$ cat config.mk
export PLATFORM = sky130hd
export DESIGN_NAME = signal_switch_n
export DESIGN_NICKNAME = d
export VERILOG_FILES = /design/src/rtl/signal_switch_n.sv
export SDC_FILE = /design/constraint.sdc
export NUM_CORES = 1
export LEC_CHECK = 0
export CORE_UTILIZATION = 35
export DETAILED_ROUTE_END_ITERATION = 10
export PLACE_DENSITY = 0.81
export RECOVER_POWER = 100
export REMOVE_ABC_BUFFERS = 1
export SETUP_SLACK_MARGIN = 0.2
export SKIP_LAST_GASP = 1
export SLEW_MARGIN = 25
export SYNTH_ARGS = -nofsm -noshare
export SYNTH_HDL_FRONTEND = slang
export SYNTH_SLANG_ARGS = --single-unit
$ cat constraint.sdc
create_clock -name SYS_aclk -period 1.9 [get_ports SYS_aclk]
set_input_delay 0.285 -clock SYS_aclk [delete_from_list [all_inputs] [get_ports SYS_aclk]]
set_output_delay 0.285 -clock SYS_aclk [all_outputs]
set_load 0.1 [all_outputs]
$ cat src/rtl/signal_switch_n.sv
// -----------------------------------------------------------------------------
// signal_switch_n
// Registered N-to-1 sample selector for the Vibrometer signal path. One of
// CHANNEL_COUNT equal-width streams is routed to data_out. Every channel change
// blanks the output to zero for BLANK_CYCLES cycles so that downstream filters
// never see a step between unrelated sources.
//
// Ports
//   SYS_aclk        in   system clock, rising edge
//   SYS_aresetn     in   asynchronous active-low reset
//   select          in   requested channel, sampled every cycle
//   data_in         in   packed channels, channel k at [k*DATA_WIDTH +: DATA_WIDTH]
//   data_out        out  registered selected sample (0 while blanked)
//   data_valid      out  1 = data_out carries active_channel
//   active_channel  out  channel currently routed (or being settled to)
//   switch_done     out  one-cycle pulse when a switch completes
//   select_error    out  sticky flag: out-of-range select seen in RUN
// -----------------------------------------------------------------------------
module signal_switch_n #(
  parameter int DATA_WIDTH    = 16,
  parameter int CHANNEL_COUNT = 4,
  parameter int SEL_WIDTH     = 2,
  parameter int BLANK_CYCLES  = 4
) (
  input  logic                                SYS_aclk,
  input  logic                                SYS_aresetn,
  input  logic [SEL_WIDTH-1:0]                select,
  input  logic [CHANNEL_COUNT*DATA_WIDTH-1:0] data_in,
  output logic [DATA_WIDTH-1:0]               data_out,
  output logic                                data_valid,
  output logic [SEL_WIDTH-1:0]                active_channel,
  output logic                                switch_done,
  output logic                                select_error
);

  localparam int CNT_W    = (BLANK_CYCLES > 1) ? $clog2(BLANK_CYCLES) : 1;
  localparam int CNT_LOAD = (BLANK_CYCLES > 0) ? (BLANK_CYCLES - 1) : 0;
  localparam bit HAS_BLANK = (BLANK_CYCLES > 0);
  localparam logic [SEL_WIDTH:0] CH_COUNT_L = (SEL_WIDTH + 1)'(CHANNEL_COUNT);

  typedef enum logic [0:0] {
    ST_RUN   = 1'b0,
    ST_BLANK = 1'b1
  } state_t;

  state_t                  state_r;
  logic [CNT_W-1:0]        blank_cnt_r;
  logic [DATA_WIDTH-1:0]   data_out_r;
  logic                    data_valid_r;
  logic [SEL_WIDTH-1:0]    active_channel_r;
  logic                    switch_done_r;
  logic                    select_error_r;

  logic [DATA_WIDTH-1:0]   cur_data_s;
  logic [DATA_WIDTH-1:0]   new_data_s;
  logic                    sel_in_range_s;
  logic                    sel_differs_s;

  // Mux one channel out of the packed bus; indices beyond the channel count yield zero.
  function automatic logic [DATA_WIDTH-1:0] pick_channel(
    input logic [CHANNEL_COUNT*DATA_WIDTH-1:0] bus,
    input logic [SEL_WIDTH-1:0]                idx
  );
    logic [DATA_WIDTH-1:0] res;
    res = '0;
    for (int k = 0; k < CHANNEL_COUNT; k++) begin
      if (idx == SEL_WIDTH'(k)) begin
        res = bus[k*DATA_WIDTH +: DATA_WIDTH];
      end else begin
        res = res;
      end
    end
    return res;
  endfunction

  // Decode the current and requested channel samples and classify the select.
  always_comb begin
    cur_data_s     = pick_channel(data_in, active_channel_r);
    new_data_s     = pick_channel(data_in, select);
    sel_in_range_s = ({1'b0, select} < CH_COUNT_L);
    sel_differs_s  = (select != active_channel_r);
  end

  // Run/blank sequencer with all outputs registered.
  always_ff @(posedge SYS_aclk or negedge SYS_aresetn) begin
    if (!SYS_aresetn) begin
      state_r          <= ST_RUN;
      blank_cnt_r      <= '0;
      data_out_r       <= '0;
      data_valid_r     <= 1'b0;
      active_channel_r <= '0;
      switch_done_r    <= 1'b0;
      select_error_r   <= 1'b0;
    end else begin
      switch_done_r <= 1'b0;
      case (state_r)
        ST_RUN: begin
          if (!sel_in_range_s) begin
            // Bad select: keep routing the current channel, just flag it.
            select_error_r <= 1'b1;
            data_out_r     <= cur_data_s;
            data_valid_r   <= 1'b1;
          end else if (sel_differs_s) begin
            active_channel_r <= select;
            if (HAS_BLANK) begin
              data_out_r   <= '0;
              data_valid_r <= 1'b0;
              blank_cnt_r  <= CNT_W'(CNT_LOAD);
              state_r      <= ST_BLANK;
            end else begin
              // No settle time: new channel lands on this very edge.
              data_out_r    <= new_data_s;
              data_valid_r  <= 1'b1;
              switch_done_r <= 1'b1;
            end
          end else begin
            data_out_r   <= cur_data_s;
            data_valid_r <= 1'b1;
          end
        end
        ST_BLANK: begin
          // select is deliberately ignored here; it is re-examined once back in RUN.
          if (blank_cnt_r != '0) begin
            blank_cnt_r  <= blank_cnt_r - CNT_W'(1);
            data_out_r   <= '0;
            data_valid_r <= 1'b0;
          end else begin
            state_r       <= ST_RUN;
            data_out_r    <= cur_data_s;
            data_valid_r  <= 1'b1;
            switch_done_r <= 1'b1;
          end
        end
        default: begin
          state_r      <= ST_RUN;
          blank_cnt_r  <= '0;
          data_out_r   <= '0;
          data_valid_r <= 1'b0;
        end
      endcase
    end
  end

  assign data_out       = data_out_r;
  assign data_valid     = data_valid_r;
  assign active_channel = active_channel_r;
  assign switch_done    = switch_done_r;
  assign select_error   = select_error_r;

endmodule

After elaboration in Yosys (flattened, before gate mapping)
Index checks and enable logic that the tools add are counted. W data, S select, Z words.

$add $sub $neg: 1. Eq/ne operators: 6. Muxes and demuxes: 17. Bitwise logic cells: 1. Reductions and logical operators: 4.

Operators by type and width (count): $mux W16 (6); $pmux W16 S2 (1); $pmux W1 S2 (3); $eq A2 B2 Y1 const B (2); $mux W1 (4); $mux W2 (2); $pmux W2 S2 (1); $reduce_and A2 Y1 (2); $eq A2 B1 Y1 const B (1); $logic_not A2 Y1 (1); $ne A2 B1 Y1 const B (1); $ne A2 B2 Y1 (1); $ne A2 B2 Y1 const B (1); $reduce_bool A2 Y1 (1); $sub A2 B1 Y2 const B (1); $not A1 Y1 (1).

Flip-flop bits (word level): 23. Input bits: 68. Word-level logic and storage cells: 35.

Logic depth before layout (Yosys ltp)
Gate-level depths: netlist of run 1.

Word-level depth: 7. Gate-level depth with buffers: 6. Gate-level depth less buffers: 5.

Worst setup path before layout of run 1
OpenSTA, ideal clock, no wires.

Kind: reg2reg. Start point: register active_channel_r[0], in the netlist active_channel[0]. End point: register data_out_r[6], in the netlist data_out[6]. Setup time: 0.127 ns. Data arrival time: 1.953 ns. Slack: -0.180 ns. Cell stages (with the launch flop): 5. Path buffers: 2. Path through: dfrtp_1 > buf_6 > buf_6 > mux4_2 > nor2b_1.

Word-level cells in the longest chain between the ends: 7. Elaborated cells on any way between the ends: 12. Classes of those cells: 4 x eq/ne; 7 x mux; 1 x reduce/logical.

RTL lines: start, declared (RTL line 50) `logic [SEL_WIDTH-1:0] active_channel_r;`; start signal, assigned (RTL line 104) `active_channel_r <= select;`; $logic_not A2 Y1 (RTL line 67) `if (idx == SEL_WIDTH'(k)) begin`; $mux W16 (4 in series) (RTL line 67); $mux W16 (on tied branches) (RTL line 123, 103); $pmux W16 S2 * (RTL line 96) `case (state_r)`; end signal, assigned (RTL line 101) `data_out_r <= cur_data_s;`; end signal, assigned (RTL line 112) `data_out_r <= new_data_s;`; end signal, assigned (RTL line 129) `data_out_r <= cur_data_s;`; end, declared (RTL line 48) `logic [DATA_WIDTH-1:0] data_out_r;`.

Mark *: on every way between the ends. The rest lies on a longest branch, timed or not. A chain may end at the register's enable or synchronous reset.

Worst setup path after layout of run 1
Start point: register active_channel_r[0], in the netlist active_channel[0]. End point: output active_channel[0].

RTL lines: end, declared (RTL line 31) `output logic [SEL_WIDTH-1:0] active_channel,`.

No word-level cell between the ends.

==> flow_metrics.env, run 1 <==
export IMPL_cts_made_buffers=3
export IMPL_layout_cells_non_filler=214
export IMPL_routedWlPerCell_um=13.6
export IMPL_synth_compound_gate_area_share=0.0210
export IMPL_fill_cells=293
export IMPL_synthMuxAreaShare=0.327
export IMPL_cts_tree="yes"
export IMPL_final_antenna_net_count=0
export IMPL_netlist_instances=78
export IMPL_synth_area_top_cells="dfrtp_1 46%, mux4_2 22%, mux4_1 8.4%"
export IMPL_stdcell_area_sq_um=2100
export IMPL_rows=21
export IMPL_finalCriticalPeriod_ns=1.66
export IMPL_yosysWarnings=0
export IMPL_crit_slowest_cell="buf_2"
export IMPL_dp_hpwl_um=2460
export IMPL_drt_iter0_markers=27
export IMPL_skew_ns=0.0101
export IMPL_synth_simple_area_share=0.101
export IMPL_grt_first_pass_wirelength_um=4410
export IMPL_synth_largest_area_cell="dfrtp_1"
export IMPL_clock_root_buffer="clkbuf_4"
export IMPL_cp_arrival_ns=1.38
export IMPL_hold_violations=0
export IMPL_maxSlewViolCount=0
export IMPL_cp_start_kind="register"
export IMPL_hold_ws_ns=0.566
export IMPL_post_cts_buffers=0
export IMPL_core_area_sq_um=3390
export IMPL_regArea_sq_um=576
export IMPL_drive_above_1_share=0.262
export IMPL_finalNetCount=238
export IMPL_postCtsHoldBufs=0
export IMPL_synth_common_cells="23 x dfrtp_1, 12 x mux4_2, 8 x nor2b_1, 7 x and2b_1"
export IMPL_crit_chain="buf_4, buf_2"
export IMPL_start_util=0.370
export IMPL_drc=0
export IMPL_synthArstFlopShare=1.00
export IMPL_synth_seq_cells=23
export IMPL_clk_pin_slew_worst_paths_ns=0.13
export IMPL_cts_sinks=23
export IMPL_grt_max_degree=24
export IMPL_io_pins=89
export IMPL_synth_top_family_by_area="multiplexers"
export IMPL_finalCritPeriodShare=0.875
export IMPL_synth_top_area_frac=0.460
export IMPL_grt_antenna_before_repair=0
export IMPL_die_h_um=61.8
export IMPL_grt_overflow=0
export IMPL_synth_area_sq_um=1250
export IMPL_dr_pass1_iters=4
export IMPL_synth_xor_area_frac=0.0210
export IMPL_vias=1012
export IMPL_tightestPinTransition_ns=1.14
export IMPL_rsz0062_at_grt="no"
export IMPL_synth_distinct_cells=18
export IMPL_vdd_drop_max_mv=0.581
export IMPL_cts_max_level=1
export IMPL_synth_most_common_cell="dfrtp_1"
export IMPL_yosysSeqAreaShare=0.460
export IMPL_tns_ns=0
export IMPL_dp_cells=210
export IMPL_max_stage_delay_ns=0.46
export IMPL_ctsResizeCount=0
export IMPL_wirelength_um=2920
export IMPL_place_congestion=0.704
export IMPL_status="finished clean"
export IMPL_relSlewSlack=0.239
export IMPL_synth_edff_count=0
export IMPL_area_growth_pct=67.4
export IMPL_criticalPathCategory="reg2out"
export IMPL_clock_latency_ns=0.31
export IMPL_timing_critical_path_to_type="primary output"
export IMPL_die_w_um=61.8
export IMPL_port_buffers=87
export IMPL_fmax_mhz=602
export IMPL_dieArea_sq_um=3820
export IMPL_place_area_sq_um=2140
export IMPL_clockBufferDepth=2
export IMPL_p_per_area_nw_per_um2=1680
export IMPL_setup_violations=0
export IMPL_critPathMaxFanout=11
export IMPL_grt_pass1_vias=1048
export IMPL_antenna_cells=0
export IMPL_viasPerCell=4.73
export IMPL_max_cap_violations=0
export IMPL_p_leak_nw=0.956
export IMPL_hold_class="reg2reg"
export IMPL_synthAdderAreaFrac=0.00999
export IMPL_syn_area_per_cell_sq_um=16.1
export IMPL_cp_required_ns=1.62
export IMPL_grt_usage=0.159
export IMPL_multi_input_area_sq_um=604
export IMPL_dominantRegCellSynth="dfrtp_1"
-- report_power, final --
| part | switching [mW] | internal (mW) | leakage (nW) |
|---|---|---|---|
| Sequential | 0.0853 | 0.681 | 0.300 |
| Combinational | 1.73 | 0.807 | 0.639 |
| Clock | 0.146 | 0.0786 | 0.0177 |
-- registers in the layout, indices dropped and copies added, names as in the netlist --
register / count
switch_done: 1
state_r: 1
active_channel: 2
data_out: 16
blank_cnt_r: 2
data_valid: 1
-- per-layer routing --
metal	GRT usage	vias to the layer above	wire length (um)
met1	0.176	485	1120
met2	0.312	59	1530
met4	0.0476	0	18
met5	0	-	0
li1	-	466	-
met3	0.0248	2	250
-- stage by stage --
stage          utilization  setup WS [ns]  power [mW]
6_report             0.619          0.238        3.53
5_1_grt              0.619          0.155        3.70
4_1_cts              0.638          0.393        3.72
3_5_place_dp         0.630          0.212        3.49
3_3_place_gp         0.630          0.282        3.44
2_1_floorplan            -         -0.537        2.77
-- critical path, delay by kind of cell, from the launching register on --
kind	cells	cell delay, ns
DFF	1	0.37
buffers and inverters	2	0.68
-- worst paths after layout --
path	startpoint	endpoint	slack [ns]	cells past startpoint
worst max-delay path	active_channel[0]	active_channel[0]	0.24	2
worst min-delay path	blank_cnt_r[1]	blank_cnt_r[1]	0.57	1
worst max register to register	active_channel[0]	data_out[1]	0.32	5
worst min register to register	blank_cnt_r[1]	blank_cnt_r[1]	0.57	1
max in group asynchronous	SYS_aresetn	data_out[14]	0.52	2
min in group asynchronous	SYS_aresetn	active_channel[0]	0.70	2
-- kinds of logic (layout without fill, tap and decap cells) --
family,after synthesis,in the layout
AOI/OAI and AO/OA,3,3
xor gates and xnor gates,3,3
adders and majority gates,1,1
buffers and inverters,10,100
DFF,23,23
muxes,19,19
other,1,1
and+or+nand+nor,18,18
-- cells in the final DEF, fill, tap and decap left out --
cell type / count
or3_1: 1
nand2_1: 1
mux2_2: 3
xor2_1: 3
clkbuf_1: 1
dfrtp_1: 23
clkinv_2: 1
clkbuf_2: 19
clkdlybuf4s50_1: 66
ha_1: 1
mux4_1: 4
buf_4: 3
nor2b_4: 1
nor2b_1: 8
dlygate4sd3_1: 1
o31a_1: 1
clkbuf_4: 3
mux4_2: 12
conb_1: 1
inv_1: 4
buf_12: 1
buf_2: 1
a2bb2oi_1: 2
and2b_1: 7
-- cell type report --
class	count	area share
flip-flops and latches	23	0.274
clock buffers	3	0.0107
repair buffers	92	0.390
well taps	46	0.0274
multi-input cells	45	0.288
inverters	4	0.00716
clock inverters	1	0.00239
Note: power is estimated with default switching activity, not from simulation.
==> inputs of run 2 (changes only) <==
--- a/config.mk
+++ b/config.mk
@@ -7,6 +7,7 @@
 export LEC_CHECK = 0
 export CORE_UTILIZATION = 35
 export DETAILED_ROUTE_END_ITERATION = 10
+export GPL_ROUTABILITY_DRIVEN = 1
 export PLACE_DENSITY = 0.81
 export RECOVER_POWER = 100
 export REMOVE_ABC_BUFFERS = 1
==> results of run 2 <==
The final DEF is identical to that of run 1; final timing and power are the same.
==> patch (settings of run 1) <==
The parameter `DATA_WIDTH` goes from 16 to 32.
--- a/src/rtl/signal_switch_n.sv
+++ b/src/rtl/signal_switch_n.sv
@@ -19,3 +19,3 @@
 module signal_switch_n #(
-  parameter int DATA_WIDTH    = 16,
+  parameter int DATA_WIDTH    = 32,
   parameter int CHANNEL_COUNT = 4,
Interface: changed (resized data_in and data_out); port bits go from 89 to 169. No check against the original RTL was run, so the function may have changed too.
==> patch against run 1 <==
  * Power grew 80%
  * Maximum frequency is 1.2% higher
  * Sequential cell count up 16
  * Final area is 80% higher
  * Setup slack improved by 0.020 ns
  * Via count rose by 76%
  * Area after synthesis up 73%
  * Wire length up 99%
  * First-iteration DRC count increased by 7.4%
  * Critical path depth unchanged
  * Count of clock-buffer cells in the layout increased by 4
  * Non-clock buffer count grew 80
  * Combinational power grew 80%
  * Critical path type unchanged
  * Largest power group unchanged
  * Highest routed layer unchanged
==> patch: results (changes against run 1) <==
status: "finished, final reports clean"
synthTopCellsByCount: "39 x dfrtp_1, 32 x mux4_2, 28 x nor2b_1"
ys_types: 17  # -1
placedCellCount: 367  # +75%
vias_per_cell: 4.75  # +0.54%
ys.flop_type: "dfrtp_1"
worst_ep_arrival_time_ns: 1.36  # -0.02 ns
dpl_cell_area_um2: 3820  # +79%
largest_reg_flops: 32  # +16
track_usage_pct: 19.1  # +3.1 points
htreeDepth: 2  # +1
grt_start_max_net_pins: 35  # +46%
grt_pass1_vias: 1954  # +86%
path_max_fanout: 17  # +6
ys_seq_area_share_pct: 45.0  # -0.97 points
post_cts_buffers: 0  # unchanged
wire_per_inst_um: 15.5  # +13%
preCtsSetupSlack_ns: 0.159  # -0.0531 ns
grt_pass1_wl_mm: 9.08  # +110%
clk-insertion-delay-late_ns: 0.28  # -0.03 ns
antenna_found_initial: 0  # unchanged
drt-initial-drc-count: 29  # +7.4%
cts_made_buffers: 5  # +2
synth_edf_count: 0  # unchanged
timing.rr.start: "active_channel[0]"
wl_mm: 5.80  # +99%
port_buffers: 167  # +92%
slew_headroom_pct: 9.10  # -15 points
ys_top_cells_by_area: "dfrtp_1 45%, mux4_2 33%, nor2b_1 8.1%"
hold_class: "primary input to asynchronous set/reset pin"
ir_drop_mv: 1.11  # +92%
gp_congestion: 0.696  # -1.0%
final_layout_size_suffix_gt1_share_pct: 28.3  # +2.1 points
post_cts_resized: 0  # unchanged
place_hpwl_mm: 4.89  # +99%
syn_area_per_cell_um2: 16.4  # +2.4%
timing.reg2reg.setup_slack_ns: 0.29  # -0.03 ns
drt-pass1-iter-count: 4  # unchanged
clkTransAtPathRegs_ns: 0.07  # -0.06 ns
cp-endpoint: "active_channel[1]"
worstRegToRegCells: 3  # -2
timing.rr.end: "data_out[25]"
skew_ns: 0.00397  # -0.00609 ns
cts_root_buffer: "clkbuf_8"
insertedDiodeCount: 0  # unchanged
ys_warn_count: 0  # unchanged
nNetsFinal: 432  # +82%
synthArstFlopShare_pct: 100  # unchanged
crit_start: "active_channel[1]"
fillCellCount: 535  # +83%
p_leak_nw: 1.63  # +71%
fmax_mhz: 609  # +1.2%
clk_path_buf_depth: 2  # unchanged
[patch: changes by cell type after synthesis, moves of 3 or more]
cell,delta
and2b_1,-7
mux4_2,+20
mux4_1,-4
nor2b_4,+3
dfrtp_1,+16
nor2b_1,+20
buf_6,+3
[patch: critical path: stages, from the launching register on]
cell	delay, ns
dfrtp_1	0.39
clkbuf_2	0.44
buf_12	0.24
[patch: how the worst min path moves through the flow]
stage | from | end | slack [ns] | cells past startpoint
2_1_floorplan | SYS_aresetn | active_channel[0] | -0.01 | 0
3_3_place_gp | SYS_aresetn | data_out[12] | 0.32 | 1
3_5_place_dp | SYS_aresetn | active_channel[1] | 0.32 | 1
4_1_cts | SYS_aresetn | state_r | 0.01 | 1
5_1_grt | SYS_aresetn | data_out[6] | 0.40 | 1
6_report | SYS_aresetn | active_channel[1] | 0.30 | 1
[patch: layout make-up]
| type | instances | area [um2] | share of cell area [%] |
|---|---|---|---|
| well taps | 75 | 93.8 | 2.48 |
| clock inverters | 1 | 5.00 | 0.132 |
| multi-input cells | 77 | 1060 | 27.9 |
| flip-flops and latches | 39 | 976 | 25.8 |
| repair buffers | 172 | 1560 | 41.2 |
| inverters | 4 | 15.0 | 0.397 |
| clock buffers | 7 | 76.3 | 2.02 |
[patch: where the power goes]
group / switching (mW) / leakage [nW] / internal (mW)
sequential: 0.116 / 0.517 / 1.15
clock: 0.259 / 0.0422 / 0.257
combinational: 3.10 / 1.08 / 1.47
total: 3.48 / 1.63 / 2.87
[patch: cells by family (layout without fill, tap and decap cells)]
kind of cell | count (synthesis) | in the layout | synth area share, %
compound gates | 3 | 3 | 1.62
xor+xnor | 3 | 3 | 1.21
fa+ha+maj | 1 | 1 | 0.577
buf+inv | 16 | 184 | 5.59
flops | 39 | 39 | 45.0
mux | 35 | 35 | 34.8
other cells | 1 | 1 | 0.173
simple gates | 34 | 34 | 11.1
[patch: metrics by stage]
step                utilization (%)  TNS (ns)
detailed placement             64.2         0
global route                   63.5         0
global placement               64.2         0
CTS                            65.5         0
finish                         63.5         0
floorplan                         -    -39.30
[patch: per-layer routing]
metal	vias to the layer above	wire, um	GRT usage (%)
met2	87	3400	37.5
met3	5	501	6.29
met4	0	51	5.18
li1	819	-	-
met5	-	0	0
met1	872	1850	18.8
